===== src/rtl/game_pkg.sv =====
// Shared game-level types and defaults for the Pong match logic.
package game_pkg;

    typedef enum logic [2:0] {
        IDLE      = 3'd0,
        SERVE     = 3'd1,
        PLAY      = 3'd2,
        PAUSE     = 3'd3,
        GAME_OVER = 3'd4
    } game_state_t;

    localparam logic SERVE_LEFT  = 1'b0;
    localparam logic SERVE_RIGHT = 1'b1;

    localparam int WIN_SCORE_DEF    = 9;
    localparam int PAUSE_FRAMES_DEF = 60;

endpackage


===== src/rtl/edge_detect.sv =====
// Registered rising-edge detector; the first cycle after reset only samples,
// so a level already high at reset release never yields a pulse.
module edge_detect (
    input  logic clk,
    input  logic rst,
    input  logic sig_i,
    output logic pulse_o
);

    logic prev_q;
    logic armed_q;
    logic pulse_q;

    always_ff @(posedge clk or negedge rst) begin
        if (!rst) begin
            prev_q  <= 1'b0;
            armed_q <= 1'b0;
            pulse_q <= 1'b0;
        end else begin
            prev_q  <= sig_i;
            armed_q <= 1'b1;
            pulse_q <= armed_q & sig_i & ~prev_q;
        end
    end

    assign pulse_o = pulse_q;

endmodule


===== src/rtl/score_ctrl.sv =====
// Pong match controller: sequences serve/play/pause/game-over and owns both
// player score digits; every output is driven straight from a register.
module score_ctrl
    import game_pkg::*;
#(
    parameter int WIN_SCORE    = WIN_SCORE_DEF,
    parameter int PAUSE_FRAMES = PAUSE_FRAMES_DEF
) (
    input  logic       clk,
    input  logic       rst,
    input  logic       vblnk_in,
    input  logic       start_btn,
    input  logic       goal_p1,
    input  logic       goal_p2,
    output logic [3:0] player1_score,
    output logic [3:0] player2_score,
    output logic       ball_enable,
    output logic       serve_dir,
    output logic       game_over,
    output logic       winner
);

    localparam logic [3:0] WIN_Q    = 4'(WIN_SCORE);
    localparam logic [7:0] PAUSE_LQ = 8'(PAUSE_FRAMES - 1);

    game_state_t state_q, state_d;
    logic [3:0]  p1_q, p1_d;
    logic [3:0]  p2_q, p2_d;
    logic [7:0]  cnt_q, cnt_d;
    logic        dir_q, dir_d;
    logic        winner_q, winner_d;
    logic        ball_en_q, ball_en_d;
    logic        over_q, over_d;
    logic        frame_tick;
    logic        start_pe;

    function automatic logic [3:0] sat_inc(input logic [3:0] s);
        return (s >= WIN_Q) ? s : s + 4'd1;
    endfunction

    edge_detect u_vblnk_edge (
        .clk     (clk),
        .rst     (rst),
        .sig_i   (vblnk_in),
        .pulse_o (frame_tick)
    );

    edge_detect u_start_edge (
        .clk     (clk),
        .rst     (rst),
        .sig_i   (start_btn),
        .pulse_o (start_pe)
    );

    always_ff @(posedge clk or negedge rst) begin
        if (!rst) begin
            state_q   <= IDLE;
            p1_q      <= 4'd0;
            p2_q      <= 4'd0;
            cnt_q     <= 8'd0;
            dir_q     <= SERVE_RIGHT;
            winner_q  <= 1'b0;
            ball_en_q <= 1'b0;
            over_q    <= 1'b0;
        end else begin
            state_q   <= state_d;
            p1_q      <= p1_d;
            p2_q      <= p2_d;
            cnt_q     <= cnt_d;
            dir_q     <= dir_d;
            winner_q  <= winner_d;
            ball_en_q <= ball_en_d;
            over_q    <= over_d;
        end
    end

    always_comb begin
        state_d  = state_q;
        p1_d     = p1_q;
        p2_d     = p2_q;
        cnt_d    = cnt_q;
        dir_d    = dir_q;
        winner_d = winner_q;

        unique case (state_q)
            IDLE: begin
                p1_d = 4'd0;
                p2_d = 4'd0;
                if (start_pe) state_d = SERVE;
            end
            SERVE: begin
                if (start_pe) state_d = PLAY;
            end
            PLAY: begin
                // A simultaneous goal on both sides is a replayed point.
                if (goal_p1 && goal_p2) begin
                    state_d = PAUSE;
                    cnt_d   = 8'd0;
                end else if (goal_p1) begin
                    p1_d  = sat_inc(p1_q);
                    dir_d = SERVE_LEFT;
                    cnt_d = 8'd0;
                    if (p1_d == WIN_Q) begin
                        state_d  = GAME_OVER;
                        winner_d = 1'b0;
                    end else begin
                        state_d = PAUSE;
                    end
                end else if (goal_p2) begin
                    p2_d  = sat_inc(p2_q);
                    dir_d = SERVE_RIGHT;
                    cnt_d = 8'd0;
                    if (p2_d == WIN_Q) begin
                        state_d  = GAME_OVER;
                        winner_d = 1'b1;
                    end else begin
                        state_d = PAUSE;
                    end
                end
            end
            PAUSE: begin
                if (frame_tick) begin
                    if (cnt_q == PAUSE_LQ) begin
                        cnt_d   = 8'd0;
                        state_d = SERVE;
                    end else begin
                        cnt_d = cnt_q + 8'd1;
                    end
                end
            end
            GAME_OVER: begin
                if (start_pe) begin
                    state_d  = IDLE;
                    p1_d     = 4'd0;
                    p2_d     = 4'd0;
                    dir_d    = SERVE_RIGHT;
                    winner_d = 1'b0;
                end
            end
            default: state_d = IDLE;
        endcase

        ball_en_d = (state_d == PLAY);
        over_d    = (state_d == GAME_OVER);
    end

    assign player1_score = p1_q;
    assign player2_score = p2_q;
    assign ball_enable   = ball_en_q;
    assign serve_dir     = dir_q;
    assign game_over     = over_q;
    assign winner        = winner_q;

endmodule


===== config.mk =====
export PLATFORM = sky130hd
export DESIGN_NAME = score_ctrl
export DESIGN_NICKNAME = d
export VERILOG_FILES = /design/src/rtl/game_pkg.sv /design/src/rtl/edge_detect.sv /design/src/rtl/score_ctrl.sv
export SDC_FILE = /design/constraint.sdc
export NUM_CORES = 1
export LEC_CHECK = 0
export CORE_MARGIN = 5
export CORE_UTILIZATION = 55
export DETAILED_ROUTE_END_ITERATION = 10
export PLACE_DENSITY = 0.79
export SKIP_CTS_REPAIR_TIMING = 1
export SKIP_LAST_GASP = 1
export SLEW_MARGIN = 20
export SYNTH_ARGS = -nofsm -noshare
export SYNTH_HDL_FRONTEND = slang
export SYNTH_SLANG_ARGS = --single-unit
export TNS_END_PERCENT = 100

===== constraint.sdc =====
create_clock -name clk -period 3 [get_ports clk]
set_clock_uncertainty 0.2 [all_clocks]
set_input_delay 0.3 -clock clk [delete_from_list [all_inputs] [get_ports clk]]
set_output_delay 0.3 -clock clk [all_outputs]
set_load 0.02 [all_outputs]

* Word-level counts from Yosys, hierarchy flattened *
Cells that the tools add are included.

operators by class
  $add $sub $neg = 3
  multiply operators = 0
  divide/modulo/power cells = 0
  order comparisons = 2
  equality and inequality tests = 19
  shift-type cells = 0
  muxes and demuxes = 39
  bitwise logic cells = 6
  reductions and logical operators = 10

operators with widths
  cell                                                  number
  two-way mux 8 bit                                     5
  two-way mux 4 bit                                     8
  two-way mux 3 bit                                     10
  one-hot mux 4 bit (3 select lines)                    2
  one-hot mux 8 bit (2 select lines)                    1
  one-hot mux 3 bit (5 select lines)                    1
  two-way mux 1 bit                                     10
  equality test 3 x 2 -> 1 bit (second input constant)  3
  != test 3 bit (second input constant)                 3
  adder 4 x 1 -> 4 bit (second input constant)          2
  adder 8 x 1 -> 8 bit (second input constant)          1
  equality test 4 bit (second input constant)           2
  equality test 8 x 6 -> 1 bit (second input constant)  1
  >= comparator 4 bit (second input constant)           2
  != test 2 bit (second input constant)                 4
  AND reduction 4 bit                                   2
  equality test 3 bit (second input constant)           2
  AND reduction 6 bit                                   1
  AND reduction 5 bit                                   1
  AND 1 bit                                             4
  != test 2 x 1 -> 1 bit (second input constant)        2
  != test 4 bit (second input constant)                 1
  one-hot mux 1 bit (2 select lines)                    2
  nonzero test 2 bit                                    2
  6 further kinds                                       7

storage, ports and cells
  register bits after elaboration = 28
  bits in latches = 0
  memory bits (writable) = 0
  ROM bits = 0
  input bits = 6
  output and inout port bits = 12
  word-level logic and storage cells = 92
  memories kept = 0

* Depth between registers and ports, before layout *
  word-level depth = 9
  depth in mapped cells = 7
  depth with buffers taken out = 7

* By module *
A second synthesis with hierarchy kept.

unflattened totals
  cell total of the unflattened synthesis = 181
  area total of the unflattened synthesis = 1,709.1 sq um

by module, submodules not included
  module       instances  cells each  area each (sq um)  seq. area each (sq um)
  score_ctrl   1          171         1,534.0            576.8
  edge_detect  2          5           87.6               75.1

* Worst setup path before layout *
No wires, ideal clock.

  path type = reg-to-reg
  start point = register p1_q[0], in the netlist player1_score[0]
  end point = register state_q[2]
  library setup time = 0.136 ns
  data arrival time = 1.988 ns
  required time = 2.664 ns
  path slack = 0.676 ns
  stages on the path, launching flop included = 8
  path buffers = 0
  clock period less this slack = 2.324 ns
  path through = dfrtp_1 -> inv_1 -> ha_1 -> or3b_4 -> nor3_1 -> nor3_1 -> nor3_1 -> or3b_2

on the way
  longest elaborated chain between the ends = 7
  elaborated cells on any way between the ends = 8
  those cells by class = add/sub: 1; order compare: 1; eq/ne: 1; mux: 5

ends and longest elaborated chain
  what                                                         line               text
  start: declaration                                           score_ctrl.sv:27   logic [3:0] p1_q, p1_d;
  start signal: assignment                                     score_ctrl.sv:67   p1_q <= p1_d;
  adder 4 x 1 -> 4 bit or >= comparator 4 bit (tied branches)  score_ctrl.sv:38   return (s >= WIN_Q) ? s : s + 4'd1;
  two-way mux 4 bit *                                          score_ctrl.sv:38
  equality test 4 bit *                                        score_ctrl.sv:103  if (p1_d == WIN_Q) begin
  two-way mux 3 bit *                                          score_ctrl.sv:103
  two-way mux 3 bit *                                          score_ctrl.sv:99   end else if (goal_p1) begin
  two-way mux 3 bit *                                          score_ctrl.sv:96   if (goal_p1 && goal_p2) begin
  one-hot mux 3 bit (5 select lines) *                         score_ctrl.sv:85   unique case (state_q)
  net state_d[2]                                               score_ctrl.sv:26   game_state_t state_q, state_d;
  end signal: assignment                                       score_ctrl.sv:66   state_q <= state_d;
  end: declaration                                             score_ctrl.sv:26

Mark *: on every way through the listed nets, which the timed path passes. The rest lies on a longest branch.
A chain may end at the register's enable or synchronous reset.

* Final worst setup path *
Same ends and word-level chain as after synthesis.

==> impl_metrics.yaml <==
timing:
  hold_viol_final: 0
  fmax_mhz: 406.8
  finalCriticalPeriod_ns: 2.458
  setup_violations: 0
  tns_ns: 0
  finalCritPeriodShare: 0.8193
  final-max-slew-violation-count: 0
  rsz0062_at_grt: "no"
synthesis:
  ys_seq_elements: 28
  synthCells: 175
  async_reset_ff_frac: 1.000
  synth_ff_type: "dfrtp_1"
  ys_types: 53
  synth.cell_area_um2: 1654
  yosysSeqAreaShare: 0.4244
  syn_nets: 188
  syn_area_per_cell_um2: 9.452
  synth-edff-count: 0
  yosys_warnings: 0
power:
  irDropWorstVdd_mv: 0.3610
  power_density_nw_per_um2: 697.2
  power_mw: 1.322
  leakage_nw: 0.8335
layout:
  fin_cells: 227
  synthToLayoutAreaGrowth_pct: 14.60
  n_antenna_cell: 0
  fin_util: 0.6366
  drive_gt1_frac: 0.08763
  fin_nets: 208
  design_area_um2: 1896
floorplanning:
  num_rows: 20
  start_util: 0.5555
  chipHeight_um: 64.84
  core_um2: 2978
  die_area_um2: 4204
  die_w_um: 64.84
  io_pins: 18
routing:
  via_per_inst: 6.247
  wl_met2_um: 1625
  num_vias: 1418
  wl_per_cell_um: 14.56
  drtPass1Iterations: 4
  wl_um: 3304
  drc_errors: 0
  wl_met3_um: 154
  top_layer: "met4"
  final_antenna_net_count: 0
  wl_met1_um: 1476
  dr.first_iter.drc_count: 103
place:
  place_congestion: 0.8748
  hpwl_um: 2456
  io_buffers: 17
  placed_cell_area_um2: 1843
  dp_cells: 223
critical_path:
  start_kind: "flop"
  critPathCaptureType: "flop"
  required_ns: 3.04
  setup.worst_path.class: "flop to flop"
  crit_fanout: 10
  worst_ep_arrival_time_ns: 2.49
flow_run:
  max_cap_violations: 0
clock_network:
  cts.clk_slew.worst_paths_ns: 0.16
  cts_buffer_depth: 2
  clock_sinks: 28
  tritoncts: "yes"
  cts_buffers: 3
  clock_latency_ns: 0.34
  cts-root-buf: "clkbuf_4"
  h-tree-depth: 1
grt:
  grt_usage: 0.1821
  antenna_found_initial: 0
  grt.overflow.total: 0
  grt_pass1_vias: 1365
  grt_max_degree: 29
  grt_pass1_wl_um: 6203
min_path:
  hp-class: "input pin to asynchronous set/reset pin"
outcome:
  status: "completed"
-- critical path, stage by stage (launching register included) --
cell	delay [ns]
dfrtp_1	0.54
inv_1	0.11
ha_1	0.22
or3b_4	0.25
nor3_1	0.05
nor3_1	0.42
nor3_1	0.11
or3b_2	0.46
-- area by class of cell --
type,instances,area (um^2)
timing repair buffer,18,177.7
fill,254,1082
sequential,28,701.9
clock buffer,3,22.52
tap,33,41.29
clock inverter,1,30.03
inverter,10,37.54
multi-input combinational,134,884.6
-- Yosys cell counts (all sizes together), types with 2 or more instances --
| master | number | area share |
|---|---|---|
| buf | 2 | 0.0098 |
| o221ai | 3 | 0.020 |
| nand2b | 8 | 0.035 |
| nor3 | 6 | 0.018 |
| inv | 10 | 0.023 |
| and3 | 5 | 0.020 |
| ha | 7 | 0.053 |
| or3 | 3 | 0.011 |
| o21ai | 16 | 0.048 |
| nor2 | 11 | 0.025 |
| nand2 | 19 | 0.045 |
| a21oi | 8 | 0.024 |
| o31a | 2 | 0.011 |
| o31ai | 6 | 0.027 |
| dfrtp | 27 | 0.41 |
| or3b | 5 | 0.030 |
| a31oi | 4 | 0.015 |
| nand3 | 5 | 0.015 |
-- where the power goes --
group | leakage (nW) | internal, mW | switching (mW)
Clock | 0.0279 | 0.135 | 0.116
Combinational | 0.438 | 0.246 | 0.297
Sequential | 0.367 | 0.443 | 0.0847
-- layout by cell type, fill, tap and decap left out, types with 2 or more instances in the layout --
cell type	n
dfrtp_1	27
nand2_1	18
clkdlybuf4s50_1	17
o21ai_0	16
nor2_1	11
inv_1	10
a21oi_1	8
nand2b_1	7
ha_1	7
nor3_1	6
o31ai_1	6
nand3_1	5
a31oi_1	4
or3_1	3
and3_1	3
clkbuf_4	3
or3b_4	2
or3b_1	2
o31a_1	2
o221ai_1	2
and3_2	2
-- routing by layer --
metal,global-route usage,vias up
li1,-,678
met1,0.2368,688
met2,0.3142,43
met3,0.02773,9
met4,0.04749,0
met5,0,-
-- state kept, by name, summed over array words and instances (netlist names), 3 cells and up --
register / flops
state_q: 3
cnt_q: 8
player2_score: 4
player1_score: 4
-- stage by stage --
stage | worst slack (ns) | hold slack [ns]
global route | 0.3690 | 0.1311
finish | 0.5420 | 0.1059
global placement | 0.7079 | 0.1811
detailed placement | 0.6115 | 0.1896
CTS | 0.5596 | 0.1187
floorplan | 0.6755 | -0.1956
-- kinds of logic after synthesis --
logic type	Yosys count	synth area share
AO/OA/AOI/OAI	50	0.2148
XOR/XNOR	2	0.01059
adder cells (fa/ha/maj)	7	0.05295
buffers and inverters	13	0.04084
flip-flops	28	0.4244
multiplexers	1	0.006052
other	1	0.002267
AND/OR/NAND/NOR	73	0.2481
-- path summary, 6_finish.rpt --
path / cells past startpoint / slack, ns / endpoint / start
max in group asynchronous: 2 / 2.19 / serve_dir$_DFFE_PN1P_ / rst
worst max register to register: 7 / 0.54 / state_q[2]$_DFF_PN0_ / player1_score[0]$_DFFE_PN0P_
worst min register to register: 1 / 0.20 / u_start_edge.pulse_o$_DFF_PN0_ / u_start_edge.prev_q$_DFF_PN0_
worst max-delay path: 7 / 0.54 / state_q[2]$_DFF_PN0_ / player1_score[0]$_DFFE_PN0P_
worst min-delay path: 2 / 0.11 / player2_score[0]$_DFFE_PN0P_ / rst
min in group clk: 1 / 0.20 / u_start_edge.pulse_o$_DFF_PN0_ / u_start_edge.prev_q$_DFF_PN0_
No activity file was read; power rests on OpenSTA's default activity.
